**src/rtl/fifo_pkg.sv**
```systemverilog
// Shared pointer types and Gray-code conversions for the asynchronous FIFO.
// Conversions work on a 32-bit word so that any pointer width up to 32 bits can use them.
`timescale 1ns/1ps
package fifo_pkg;

  localparam int FIFO_ADDR_WIDTH = 4;

  typedef logic [FIFO_ADDR_WIDTH:0]   ptr_t;
  typedef logic [FIFO_ADDR_WIDTH-1:0] addr_t;
  typedef logic [31:0]                word_t;

  function automatic word_t bin2gray(input word_t b);
    return b ^ (b >> 1);
  endfunction

  // Zero-extended Gray input yields the correct binary value in the low bits
  function automatic word_t gray2bin(input word_t g);
    word_t b;
    b = g;
    for (int i = 30; i >= 0; i--) begin
      b[i] = b[i+1] ^ g[i];
    end
    return b;
  endfunction

endpackage

```
**src/rtl/fifo_wptr_full_sync.sv**
```systemverilog
// Multi-flop synchronizer chain bringing a Gray pointer into the write clock domain.
`timescale 1ns/1ps
module sync_nff #(
  parameter int WIDTH  = 5,
  parameter int STAGES = 2
) (
  input  logic             clk,
  input  logic             rst_n,
  input  logic [WIDTH-1:0] d,
  output logic [WIDTH-1:0] q
);

  logic [STAGES-1:0][WIDTH-1:0] chain_reg;

  always_ff @(posedge clk or negedge rst_n) begin
    if (!rst_n) begin
      chain_reg <= '0;
    end else begin
      chain_reg <= {chain_reg[STAGES-2:0], d};
    end
  end

  assign q = chain_reg[STAGES-1];

endmodule

```
**src/rtl/fifo_wptr_full.sv**
```systemverilog
// Write-side pointer, full/almost-full, overflow and pessimistic fill level of the async FIFO.
`timescale 1ns/1ps
module fifo_wptr_full
  import fifo_pkg::*;
#(
  parameter int ADDR_WIDTH  = FIFO_ADDR_WIDTH,
  parameter int SYNC_STAGES = 2,
  parameter int AF_MARGIN   = 2
) (
  input  logic                  clk,
  input  logic                  rst_n,
  input  logic                  wr_en,
  input  logic [ADDR_WIDTH:0]   rptr_gray_async,
  output logic                  mem_we,
  output logic [ADDR_WIDTH-1:0] waddr,
  output logic [ADDR_WIDTH:0]   wptr_gray,
  output logic                  full,
  output logic                  almost_full,
  output logic                  overflow,
  output logic [ADDR_WIDTH:0]   wr_level
);

  localparam int PW    = ADDR_WIDTH + 1;
  localparam int DEPTH = 2 ** ADDR_WIDTH;
  localparam logic [PW-1:0] AF_THRESH = PW'(DEPTH - AF_MARGIN);

  logic [PW-1:0] rq_sync;
  logic [PW-1:0] rbin_sync;
  logic [PW-1:0] full_cmp;
  logic [PW-1:0] wbin_reg,  wbin_next;
  logic [PW-1:0] wgray_reg, wgray_next;
  logic [PW-1:0] level_reg, level_next;
  logic          full_reg,  full_next;
  logic          af_reg,    af_next;
  logic          ovf_reg,   ovf_next;
  logic          accept;

  sync_nff #(
    .WIDTH  (PW),
    .STAGES (SYNC_STAGES)
  ) u_rptr_sync (
    .clk   (clk),
    .rst_n (rst_n),
    .d     (rptr_gray_async),
    .q     (rq_sync)
  );

  assign accept     = wr_en & ~full_reg;
  assign wbin_next  = wbin_reg + PW'(accept);
  assign wgray_next = PW'(bin2gray(32'(wbin_next)));

  // Full when the write pointer sits exactly one lap ahead of the synchronized read pointer
  assign full_cmp   = {~rq_sync[PW-1:PW-2], rq_sync[PW-3:0]};
  assign full_next  = (wgray_next == full_cmp);

  // Stale read pointer makes this an over-estimate of the real occupancy
  assign rbin_sync  = PW'(gray2bin(32'(rq_sync)));
  assign level_next = wbin_next - rbin_sync;
  assign af_next    = (level_next >= AF_THRESH);
  assign ovf_next   = wr_en & full_reg;

  always_ff @(posedge clk or negedge rst_n) begin
    if (!rst_n) begin
      wbin_reg  <= '0;
      wgray_reg <= '0;
      level_reg <= '0;
      full_reg  <= 1'b0;
      af_reg    <= 1'b0;
      ovf_reg   <= 1'b0;
    end else begin
      wbin_reg  <= wbin_next;
      wgray_reg <= wgray_next;
      level_reg <= level_next;
      full_reg  <= full_next;
      af_reg    <= af_next;
      ovf_reg   <= ovf_next;
    end
  end

  assign mem_we      = accept;
  assign waddr       = wbin_reg[ADDR_WIDTH-1:0];
  assign wptr_gray   = wgray_reg;
  assign full        = full_reg;
  assign almost_full = af_reg;
  assign overflow    = ovf_reg;
  assign wr_level    = level_reg;

endmodule

```
**config.mk**
```make
export PLATFORM = sky130hd
export DESIGN_NAME = fifo_wptr_full
export DESIGN_NICKNAME = d
export VERILOG_FILES = /design/src/rtl/fifo_pkg.sv /design/src/rtl/fifo_wptr_full_sync.sv /design/src/rtl/fifo_wptr_full.sv
export SDC_FILE = /design/constraint.sdc
export NUM_CORES = 1
export LEC_CHECK = 0
export CAP_MARGIN = 40
export CORE_UTILIZATION = 49
export CTS_CLUSTER_SIZE = 24
export DETAILED_ROUTE_END_ITERATION = 8
export PLACE_DENSITY_LB_ADDON = 0.2
export SLEW_MARGIN = 20
export SYNTH_ARGS = -nofsm -noshare
export SYNTH_HDL_FRONTEND = slang
export SYNTH_HIERARCHICAL = 1
export SYNTH_SLANG_ARGS = --single-unit
```
**constraint.sdc**
```tcl
create_clock -name clk -period 3.1 [get_ports clk]
set_input_delay 0.465 -clock clk [delete_from_list [all_inputs] [get_ports clk]]
set_output_delay 0.465 -clock clk [all_outputs]
set_load 0.01 [all_outputs]
```
# After elaboration in Yosys (flattened, before gate mapping)
# Cells that the tools add are included.
dict set report op_classes {
  add_sub_neg 2
  bitwise 9
  n_lt_le_gt_ge 1
  n_eq_ne 1
}
# operator count
set op_table {}
lappend op_table {{$add A5 B1 Y5} 1}
lappend op_table {{$eq A5 B5 Y1} 1}
lappend op_table {{$ge A5 B4 Y1 const B} 1}
lappend op_table {{$sub A5 B5 Y5} 1}
lappend op_table {{$xor A5 B4 Y5} 1}
lappend op_table {{$xor A1 B1 Y1} 4}
lappend op_table {{$and A1 B1 Y1} 2}
lappend op_table {{$not A2 Y2} 1}
lappend op_table {{$not A1 Y1} 1}
dict set report word_totals {
  elab_cells 21
  register_bits 28
  out_inout_bits 18
}

# Longest topological paths before layout
dict set report depth {
  ltp_word 6
  depth_mapped 11
}

# Modules after synthesis
# The synthesis kept the hierarchy.
# module instances area_per_inst_um2 cells_per_inst
set modules_own_cells {}
lappend modules_own_cells {fifo_wptr_full 1 962.2 80}
lappend modules_own_cells {sync_nff 1 287.8 15}

# Worst setup path after synthesis
# OpenSTA, ideal clock, no wires.
dict set report synth_path {
  path_kind {input to register}
  from {input port wr_en}
  to {register af_reg, in the netlist almost_full}
  path_buffers 0
  setup_time_ns 0.116
  path_stages 9
  t_arrival_ns 2.403
  setup_slack_ns 0.582
  path_cell_list {nor2b_1 -> ha_1 -> xnor2_1 -> inv_1 -> ha_1 -> nor2b_1 -> o21ai_0 -> a21boi_0 -> o311ai_0}
}
dict set report synth_via {
  elab_chain_len 4
}
# item line
set synth_lines {}
lappend synth_lines {{from (decl)} fifo_wptr_full.sv:12} ;# input logic wr_en,
lappend synth_lines {{$and A1 B1 Y1} fifo_wptr_full.sv:48} ;# assign accept = wr_en & ~full_reg;
lappend synth_lines {{$add A5 B1 Y5} fifo_wptr_full.sv:49} ;# assign wbin_next = wbin_reg + PW'(accept);
lappend synth_lines {{via wbin_next[1]} fifo_wptr_full.sv:30} ;# logic [PW-1:0] wbin_reg, wbin_next;
lappend synth_lines {{$sub A5 B5 Y5} fifo_wptr_full.sv:58} ;# assign level_next = wbin_next - rbin_sync;
lappend synth_lines {{$ge A5 B4 Y1} fifo_wptr_full.sv:59} ;# assign af_next = (level_next >= AF_THRESH);
lappend synth_lines {{via af_next} fifo_wptr_full.sv:34} ;# logic af_reg, af_next;
lappend synth_lines {{to (signal assigned)} fifo_wptr_full.sv:75} ;# af_reg <= af_next;
lappend synth_lines {{to (decl)} fifo_wptr_full.sv:34}
# The timed path passes the listed nets, and every way through them passes these cells.

# Worst setup path in the final report
dict set report layout_path {
  from {register u_rptr_sync.chain_reg (netlist bit u_rptr_sync/q[4])}
  to {register af_reg, in the netlist almost_full}
}
dict set report layout_via {
  elab_chain_len 6
}
# item line
set layout_lines {}
lappend layout_lines {{from (decl)} fifo_wptr_full_sync.sv:13} ;# logic [STAGES-1:0][WIDTH-1:0] chain_reg;
lappend layout_lines {{from (signal assigned)} fifo_wptr_full_sync.sv:19} ;# chain_reg <= {chain_reg[STAGES-2:0], d};
lappend layout_lines {{$xor A1 B1 Y1 (4 in series)} fifo_pkg.sv:21} ;# b[i] = b[i+1] ^ g[i];
lappend layout_lines {{$sub A5 B5 Y5 *} fifo_wptr_full.sv:58}
lappend layout_lines {{$ge A5 B4 Y1 *} fifo_wptr_full.sv:59}
lappend layout_lines {{via af_next} fifo_wptr_full.sv:34}
# The timed path passes the listed nets; every way through them passes the cells marked *.

==> tab_implementation.tex <==
\begin{tabular}{lr}
\hline
Metric & Value \\
\hline
\multicolumn{2}{l}{\textbf{Place}} \\
Post-DP HPWL & 1335 um \\
Number of buffers inserted by port buffering & 25 \\
DP Cell Count & roughly 150 \\
Final GP Congestion & around 0.76 \\
\multicolumn{2}{l}{\textbf{Clocking}} \\
Num CTS Buffers & 3 \\
Resized cells post-CTS & 0 \\
Clk sinks & 27 \\
Clk slew on worst S/H paths & between 0.1 and 0.15 ns \\
Buffers from clock root to sink, at most & 2 \\
CTS H-tree depth & 1 \\
Buffer type at the clock tree root & clkbuf\_4 \\
Post-CTS Setup Bufs & 0 \\
CTS hold repair buffers & 0 \\
CTS tree & yes \\
Clk\_lat worst skew & 0.32 ns \\
\multicolumn{2}{l}{\textbf{Critical path}} \\
Worst setup path start & u\_rptr\_sync/q[4]\$\_DFF\_PN0\_ \\
Worst Setup Path Type & flip-flop to flip-flop \\
Largest stage delay on the critical path & 0.44 ns \\
CP Launch Type & flip-flop \\
Peak fanout along the critical path & 3 \\
Critical path cell sequence & xnor2\_2 > xor2\_2 > xor2\_1 > xnor2\_1 > ha\_1 > fa\_1 > nand2b\_1 > a21boi\_0 > or3\_1 > o311ai\_0 \\
Worst-case register-to-register setup slack & 0.41 ns \\
Data required time of the worst path & 3.29 ns \\
Crit end category & flip-flop \\
Crit-path leading delay family & XOR/XNOR gates \\
Crit-path slowest cell & dfrtp\_1 \\
Worst r2r src & u\_rptr\_sync/q[4]\$\_DFF\_PN0\_ \\
Critical path buffer and inverter count & 0 \\
Worst path arrival time & 2.89 ns \\
\multicolumn{2}{l}{\textbf{Timing}} \\
Post-route clock skew & 0.004128 ns \\
Setup repair after global routing missed its margin & false \\
Slew Viols, Final & 0 \\
Post-route minimum period & about 2.7 ns \\
Transition at the pin with the smallest max-transition slack & around 0.32 ns \\
Setup tns final & 0 ns \\
Hold Violations, Final & 0 \\
Maximum clock frequency & 371.2 MHz \\
Normalized max-slew margin & 0.7863 \\
Setup violators final & 0 \\
Share of the cycle needed by the critical path after routing & 0.8690 \\
\multicolumn{2}{l}{\textbf{Global route}} \\
Global-route track usage on met3 & 0.03478 \\
Overall overflow remaining after global route & 0 \\
Global Route Usage Sum & 0.1664 \\
Met1 Track Usage GR & 0.2146 \\
Initial antenna violation count & 0 \\
Pin count of the biggest net entering global routing & 28 \\
Met2 capacity usage during global routing & 0.2468 \\
First-pass GRT wire length & between 3000 and 4000 um \\
Most heavily used metal layer in global routing & met2 \\
Vias in the first global route & 720 \\
\multicolumn{2}{l}{\textbf{Logic synthesis}} \\
Dominant cell type by area after synthesis & dfrtp\_1 \\
Proportion of synthesized flip-flops having asynchronous set or reset & 1.000 \\
Synthesized flop and latch total & 27 \\
Number of enable-type register cells in the synthesized netlist & 0 \\
Synthesis warning total & 6 \\
Share of the synthesized area in the top cell type & 0.5405 \\
Mean post-synth cell area & $\sim$13 um2 \\
Primary flip-flop cell chosen by synthesis mapping & dfrtp\_1 \\
Sequential element share of the synthesized area & 0.5405 \\
Top post-synthesis cells by area & dfrtp\_1 54\%, xnor2\_1 9.1\%, ha\_1 6.0\% \\
Most numerous cell types in the synthesized netlist & 27 x dfrtp\_1, 13 x xnor2\_1, 7 x inv\_1 \\
Number of unique standard cell types used by synthesis & 32 \\
Combined area of all synthesized cells & around 0.0012 mm2 \\
Number of nets in the synthesized netlist & 110 \\
Cell count after synthesis & 95 \\
Most numerous cell in the Yosys netlist & dfrtp\_1 \\
\multicolumn{2}{l}{\textbf{Die}} \\
Vert. Die Dim & $\sim$53 um \\
Full die area & 0.002757 mm2 \\
Number of top-level pins & 26 \\
Starting Density & 0.5441 \\
\# rows & 17 \\
Die X & $\sim$53 um \\
CORE AREA & 0.002297 mm2 \\
\multicolumn{2}{l}{\textbf{Finish}} \\
Total area of sequential cells & 675.6 um2 \\
Non-Filler Instances & approximately 150 \\
Antenna fix cells & 0 \\
Total area of multi-input combinational cells & 500.5 um2 \\
Net count, final & 137 \\
Area growth, synth to finish & 23.52\% \\
Filler cell count & 176 \\
Share of post-route cells with drive strength above 1 & 0.09917 \\
\multicolumn{2}{l}{\textbf{Worst hold path}} \\
Path type of the worst min-delay path & flip-flop to flip-flop \\
Hold wc startpoint & u\_rptr\_sync/chain\_reg[0]\$\_DFF\_PN0\_ \\
\multicolumn{2}{l}{\textbf{Run}} \\
Count of maximum capacitance violations & 0 \\
\multicolumn{2}{l}{\textbf{Drt}} \\
Detailed Routing Iterations Pass 1 & 1 \\
Routed wire length & 1742 um \\
Via count & between 700 and 800 \\
Detail Route Antenna Nets & 0 \\
Initial DRC count & 0 \\
Routed vias/inst & about 4.9 \\
DRC violation count after routing & 0 \\
Mean routed wirelength per cell & 11.69 um \\
\multicolumn{2}{l}{\textbf{Power and ir drop}} \\
VDD IR max & roughly 0.63 mV \\
Total power density per cell area & 1114 mW/mm2 \\
Leakage dissipation & 0.0006861 uW \\
\multicolumn{2}{l}{\textbf{Status}} \\
Status & finished, final reports clean \\
\hline
\end{tabular}
[cell usage in the layout (no fill, tap or decap), drive strengths merged]
master	netlist	final
a211oi	1	1
a21boi	2	2
a21oi	1	1
a2bb2oi	1	1
and2	1	1
and2b	1	1
and4b	1	1
buf	6	4
clkbuf	1	4
clkdlybuf4s50	0	25
dfrtp	27	27
fa	1	1
ha	6	6
inv	7	7
nand2	3	3
nand2b	2	2
nand3	1	1
nand4	1	1
nor2	1	1
nor2b	3	3
nor3b	1	1
nor4	1	1
o211ai	1	1
o21ai	2	2
o311ai	1	1
or3	1	1
xnor2	14	14
xnor3	1	1
xor2	5	5
xor3	1	1
[path summary, 6_finish.rpt]
kind,end,depth (start not counted)
hold / removal,u_rptr_sync/q[0]$_DFF_PN0_,0
setup reg to reg,almost_full$_DFF_PN0_,10
hold reg to reg,u_rptr_sync/q[0]$_DFF_PN0_,0
setup / recovery,almost_full$_DFF_PN0_,10
min in group asynchronous,wbin_reg[3]$_DFF_PN0_,2
max in group asynchronous,wbin_reg[1]$_DFF_PN0_,2
[layout make-up]
type | count | area share
Sequential cell | 27 | 0.4376
Timing Repair Buffer | 29 | 0.1815
Inverter | 7 | 0.01702
Clock buffer | 4 | 0.01702
Tap cell | 28 | 0.02269
Multi-Input combinational cell | 54 | 0.3241
[power breakdown]
group / internal, uW / leakage [uW] / switching (uW) / total [uW]
Clock: 50.5 / 0.0000150 / 97.0 / 147
Combinational: 567 / 0.000351 / 442 / 1010
Sequential: 479 / 0.000320 / 85.8 / 565
[cell families (layout without fill, tap and decap cells)]
group,after synthesis,after routing,synth area share
xor gates and xnor gates,21,21,0.1822
adders and majority gates,7,7,0.07608
and+or+nand+nor,17,17,0.08809
DFF,27,27,0.5405
AOI/OAI and AO/OA,9,9,0.05405
buffers and inverters,14,40,0.05906
[metal layers]
| layer | share of wire | wire (um) |
|---|---|---|
| met5 | 0 | 0 |
| met4 | 0.032 | 55 |
| met3 | 0.046 | 80 |
| met2 | 0.45 | 791 |
| met1 | 0.47 | 815 |
[metrics by stage]
stage                     power [uW]    util  hold WS [ns]  setup WS, ns  area (um2)
after global routing            1879  0.6721        0.3750        0.1446        1544
after detailed placement        1593  0.6607        0.3405        0.1824        1518
after floorplan                 1222       -        0.1694        0.5815        1250
after global placement          1569  0.6607        0.3329        0.2608        1518
final                           1721  0.6721        0.3676        0.4060        1544
after CTS                       1745  0.6721        0.3712        0.3782        1544
(Power assumes the default switching activity.)
